===== src/rtl/dsp_accum_pkg.sv =====
// Shared types and sizing helpers for the DSP window accumulator slice.
// Optional build macro used by this slice: ACC_SAT_EN (saturating adds).
package dsp_accum_pkg;

  localparam int DEF_DATA_W = 11;
  localparam int DEF_WINDOW = 4;
  localparam int DEF_ACC_W  = 13;

  typedef logic signed [DEF_DATA_W-1:0] sample_t;
  typedef logic signed [DEF_ACC_W-1:0]  acc_t;

  // Output slot occupancy: EMPTY means out_valid low, FULL means a window sum is waiting.
  typedef enum logic {
    SLOT_EMPTY = 1'b0,
    SLOT_FULL  = 1'b1
  } slot_state_t;

  // Smallest accumulator width that can hold any window sum without loss.
  function automatic int min_acc_w(input int data_w, input int window);
    return data_w + $clog2(window);
  endfunction

endpackage


===== src/rtl/dsp_sat_add.sv =====
// Combinational accumulator adder: sign-extends a sample and adds it to the
// running sum. With ACC_SAT_EN defined the result clamps to the ACC_W range and
// ovf reports the clamp; otherwise the add wraps and ovf is constant 0.
module dsp_sat_add #(
  parameter int DATA_W = 11,
  parameter int ACC_W  = 13
) (
  input  logic signed [ACC_W-1:0]  acc,
  input  logic signed [DATA_W-1:0] sample,
  output logic signed [ACC_W-1:0]  sum,
  output logic                     ovf
);

  logic signed [ACC_W-1:0] sample_ext;

  assign sample_ext = {{(ACC_W-DATA_W){sample[DATA_W-1]}}, sample};

`ifdef ACC_SAT_EN
  localparam logic signed [ACC_W-1:0] ACC_MAX = {1'b0, {(ACC_W-1){1'b1}}};
  localparam logic signed [ACC_W-1:0] ACC_MIN = {1'b1, {(ACC_W-1){1'b0}}};

  logic signed [ACC_W:0] wide;

  assign wide = {acc[ACC_W-1], acc} + {sample_ext[ACC_W-1], sample_ext};

  // One extra guard bit: when it disagrees with the result sign the add left the range.
  always_comb begin
    ovf = wide[ACC_W] ^ wide[ACC_W-1];
    sum = wide[ACC_W-1:0];
    if (ovf) begin
      sum = wide[ACC_W] ? ACC_MIN : ACC_MAX;
    end
  end
`else
  // Plain two's-complement add; wrapping is the intended behaviour in this build.
  always_comb begin
    sum = acc + sample_ext;
    ovf = 1'b0;
  end
`endif

endmodule


===== src/rtl/dsp_window_accumulator.sv =====
// Sums WINDOW accepted samples from the DSP stage and presents each window sum
// in a single valid/ready output slot that can absorb downstream backpressure.
// Build macro: ACC_SAT_EN selects saturating adds with a per-window overflow flag.
module dsp_window_accumulator
  import dsp_accum_pkg::*;
#(
  parameter int DATA_W = DEF_DATA_W,
  parameter int WINDOW = DEF_WINDOW,
  parameter int ACC_W  = DEF_ACC_W
) (
  input  logic                     clk,
  input  logic                     rst,
  input  logic                     in_valid,
  input  logic signed [DATA_W-1:0] in_data,
  output logic                     in_ready,
  input  logic                     clear,
  output logic                     out_valid,
  output logic signed [ACC_W-1:0]  out_data,
  input  logic                     out_ready,
  output logic                     out_ovf
);

  localparam int CNT_W = $clog2(WINDOW);
  localparam logic [CNT_W-1:0] CNT_LAST = CNT_W'(WINDOW - 1);

  slot_state_t             slot;
  logic signed [ACC_W-1:0] acc;
  logic [CNT_W-1:0]        cnt;
  logic signed [ACC_W-1:0] add_sum;
  logic                    add_ovf;
  logic                    window_ovf;
  logic                    accept;
  logic                    last;

  // A full slot can still take a sample when the sink drains it this cycle.
  assign in_ready  = !clear && ((slot == SLOT_EMPTY) || out_ready);
  assign accept    = in_valid && in_ready;
  assign last      = (cnt == CNT_LAST);
  assign out_valid = (slot == SLOT_FULL);

  dsp_sat_add #(
    .DATA_W (DATA_W),
    .ACC_W  (ACC_W)
  ) u_add (
    .acc    (acc),
    .sample (in_data),
    .sum    (add_sum),
    .ovf    (add_ovf)
  );

`ifdef ACC_SAT_EN
  logic sat_seen;

  assign window_ovf = sat_seen | add_ovf;

  // Sticky record of any clamp within the current window; cleared alongside acc.
  always_ff @(posedge clk) begin
    if (rst) begin
      sat_seen <= 1'b0;
    end else if (clear || (accept && last)) begin
      sat_seen <= 1'b0;
    end else if (accept && add_ovf) begin
      sat_seen <= 1'b1;
    end
  end
`else
  // The wrapping adder never flags overflow, so out_ovf only ever loads 0.
  assign window_ovf = add_ovf;
`endif

  // Accumulator, sample counter and output slot state machine.
  always_ff @(posedge clk) begin
    if (rst) begin
      acc      <= '0;
      cnt      <= '0;
      slot     <= SLOT_EMPTY;
      out_data <= '0;
      out_ovf  <= 1'b0;
    end else begin
      if (clear) begin
        acc <= '0;
        cnt <= '0;
      end else if (accept) begin
        if (last) begin
          acc <= '0;
          cnt <= '0;
        end else begin
          acc <= add_sum;
          cnt <= cnt + CNT_W'(1);
        end
      end

      case (slot)
        SLOT_EMPTY: begin
          if (accept && last) begin
            slot     <= SLOT_FULL;
            out_data <= add_sum;
            out_ovf  <= window_ovf;
          end
        end
        SLOT_FULL: begin
          if (accept && last) begin
            out_data <= add_sum;
            out_ovf  <= window_ovf;
          end else if (out_ready) begin
            slot <= SLOT_EMPTY;
          end
        end
        default: slot <= SLOT_EMPTY;
      endcase
    end
  end

endmodule

===== config.mk =====
export PLATFORM = sky130hd
export DESIGN_NAME = dsp_window_accumulator
export DESIGN_NICKNAME = d
export VERILOG_FILES = /design/src/rtl/dsp_accum_pkg.sv /design/src/rtl/dsp_sat_add.sv /design/src/rtl/dsp_window_accumulator.sv
export SDC_FILE = /design/constraint.sdc
export NUM_CORES = 1
export LEC_CHECK = 0
export ABC_AREA = 1
export CORE_MARGIN = 2
export CORE_UTILIZATION = 45
export DETAILED_ROUTE_END_ITERATION = 7
export PLACE_DENSITY_LB_ADDON = 0.05
export SYNTH_ARGS = -nofsm -noshare
export SYNTH_HDL_FRONTEND = slang
export SYNTH_SLANG_ARGS = --single-unit

===== constraint.sdc =====
create_clock -name clk -period 2 [get_ports clk]
set_input_delay 0.4 -clock clk [delete_from_list [all_inputs] [get_ports clk]]
set_output_delay 0.4 -clock clk [all_outputs]
set_load 0.005 [all_outputs]

==> results of run 1 <==
## worst max-delay path, cell delays in order
cell and delay, ns:
clkdlybuf4s50_1 0.40, ha_1 0.23, fa_2 0.35, nand3_1 0.11
nand2_2 0.11, a21oi_2 0.17, inv_1 0.05, nand2_1 0.06
nand2_1 0.05, a21o_1 0.15, inv_1 0.04
## cells by family (layout without fill, tap and decap cells)
family,Yosys count,after routing,synth area share (%)
AOI/OAI and AO/OA,38,38,11.8
adders and majority gates,14,14,9.88
and+or+nand+nor,138,138,32.5
buffers and inverters,52,104,11.3
xor gates and xnor gates,6,6,2.84
DFF,29,29,31.4
other,1,1,0.203
## state kept, by name, indices dropped and copies added, names as in the netlist
name / cells
acc: 13
out_data: 13
out_valid: 1
cnt: 2
## power groups by stage
stage / combinational, mW / sequential, mW / clock [mW]
after floorplan: 0.127 / 0.601 / 0
after global placement: 0.229 / 0.603 / 0
after detailed placement: 0.229 / 0.603 / 0
after CTS: 0.231 / 0.590 / 0.659
after global routing: 0.262 / 0.590 / 0.686
final: 0.233 / 0.590 / 0.645
## layer usage
layer	share of wire (%)	GRT usage [%]
met1	52	28.1
met2	43	33.1
met4	1.2	6.00
met3	3.5	4.77
met5	0	0
## layout make-up
| class | count | area (sq um) | share of cell area, % |
|---|---|---|---|
| Clock buffer | 6 | 82.6 | 3.32 |
| Clock inverter | 2 | 37.5 | 1.51 |
| Inverter | 45 | 169 | 6.80 |
| Multi-Input combinational cell | 197 | 1080 | 43.4 |
| Sequential cell | 29 | 581 | 23.4 |
| Tap cell | 50 | 62.6 | 2.52 |
| Timing Repair Buffer | 51 | 473 | 19.0 |
## path summary, 6_finish.rpt
| kind | cells after the start | slack, ns | to | startpoint |
|---|---|---|---|---|
| setup reg to reg | 10 | 0.31 | out_data[6]$_SDFFE_PP0P_ | acc[0]$_SDFFE_PP0N_ |
| hold / removal | 2 | 0.47 | cnt[1]$_SDFFE_PP0N_ | cnt[1]$_SDFFE_PP0N_ |
| setup / recovery | 11 | 0.11 | out_data[6]$_SDFFE_PP0P_ | in_data[0] |
| hold reg to reg | 2 | 0.47 | cnt[1]$_SDFFE_PP0N_ | cnt[1]$_SDFFE_PP0N_ |
## placed cells by master (no fill, tap or decap), types with 2 or more instances in the layout
master,netlist,routed
nand3_1,18,17
o21ai_1,5,5
a21o_1,2,2
dfxtp_1,29,29
xor2_1,5,4
a21oi_1,19,18
o21bai_1,3,3
inv_1,43,43
nand4_1,4,4
a21oi_2,1,2
nand3_2,1,2
nand2_1,85,85
o21ai_0,4,4
inv_2,2,2
nor2_2,3,3
nand2_2,6,6
nor2_4,2,2
clkbuf_8,0,6
ha_1,13,13
o21a_1,2,2
clkdlybuf4s50_1,0,29
nor2_1,18,18
buf_4,3,20
## through the flow
step | hold WS [ns] | area, sq um | setup WS [ns] | cells
after floorplan | 0.444 | 1850 | 0.242 | 278
after global placement | 0.455 | 2340 | -0.197 | 372
after detailed placement | 0.459 | 2340 | -0.239 | 372
after CTS | 0.469 | 2460 | 0.0248 | 380
after global routing | 0.496 | 2480 | 0.00127 | 380
final | 0.467 | 2480 | 0.109 | 380
## repair_timing
action,CTS,global route
endpoints found under the setup margin,0,8
gates resized for setup,0,5
hold endpoints to repair,0,0
==> results.cfg, run 1 <==
[layout]
drive_above_1_share_pct = 14.8
area_growth_pct = 34.3
nets = 359
antennaDiodeCount = 0
utilization_pct = 62.5
nFillCells = 403

[synth]
synthTopCellsByCount = nand2_1, inv_1, dfxtp_1
synth_top_area_cell = dfxtp_1
synth_cell_type_count = 30
ys_seq_area_share_pct = 31.4
async_flop_share_pct = 0
ys_warn_count = 0
avgSynthCellArea_sq_um = 6.65
synth-edff-count = 0
synthCells = 278
ys.flop_type = dfxtp_1
syn_area_sq_um = 1850
synth-seq-cells = 29
syn_nets = 308
yosysMostFrequentCell = nand2_1
synth_top_area_share_pct = 31.4
synthTopCellsByArea = dfxtp_1, nand2_1, ha_1

[drt]
vias_per_cell = 4.62
vias = 1757
firstDrtPassIters = 4
detail_route.wl_per_cell_microns = 11.4
postRouteAntennaNets = 0
drc = 0
drtIter0Drc = 86
routed_wirelength_mm = 4.33

[critical_path]
end_kind = flop
critPathKind = input pin to flop
crit_path_max_fanout = 4
arrival_ns = 2.12
worst_ep_required_time_ns = 2.23
startpoint_type = input pin

[global_routing]
grt_overflow = 0
grt_pass1_wl_mm = 7.20
grt_pass1_vias = 1653
grt_max_degree = 17
grt_util_all_layers_pct = 20.9
antenna_found_initial = 0

[min_path]
hold_path_class = flop to flop

[sta]
fmax_ghz = 0.529
fin_setup_tns_ns = 0
rsz0062_at_grt = no
min_period_ns = 1.89
hold_violations = 0
period_share_pct = 94.5
finalSetupViolCount = 0
clock_skew_ns = 0.0111
drv_slew = 0

[clock_tree]
clkLatencyLatePin_ns = 0.28
clock-root-buffer = clkbuf_8
cts_tree = built
cts_buffer_depth = 2
postCtsSetupRepairBufs = 0
ctsHtreeMaxLevel = 2
cts_sinks = 29
holdBufCountCts = 0
clk_pin_slew_ns = 0.06
cts_made_buffers = 5

[placed_design]
io_buffers = 30
place.gp.congestion = 0.835
dpl.hpwl_mm = 3.42

[die]
fp.dieW_microns = 68.1
rows = 23
io_pins = 32
coreArea_sq_um = 3970
initial_core_util_pct = 46.6
fp.dieArea_sq_um = 4640
die_y_microns = 68.1

[run]
maxCapViolations = 0

[pwr]
vdd_drop_max_mv = 0.504
combPwrFrac_pct = 15.9
leakage_nw = 1.26
pwr-share-clk_pct = 44.0
power_switching_uw = 370
power_switching_share_pct = 25.2
finalPower_mw = 1.47
p_seq_share_pct = 40.2
p_int_mw = 1.10
powerDensity_nw_per_um2 = 591

[status]
status = finished clean
Note: power is estimated with default switching activity, not from simulation.
==> inputs of run 2 (changes only) <==
--- a/config.mk
+++ b/config.mk
@@ -10,6 +10,8 @@
 export CORE_UTILIZATION = 45
 export DETAILED_ROUTE_END_ITERATION = 7
 export PLACE_DENSITY_LB_ADDON = 0.05
+export SKIP_CTS_REPAIR_TIMING = 1
+export SKIP_LAST_GASP = 1
 export SYNTH_ARGS = -nofsm -noshare
 export SYNTH_HDL_FRONTEND = slang
 export SYNTH_SLANG_ARGS = --single-unit
==> results of run 2 <==
Final layout, timing and power as in run 1 (identical DEF).
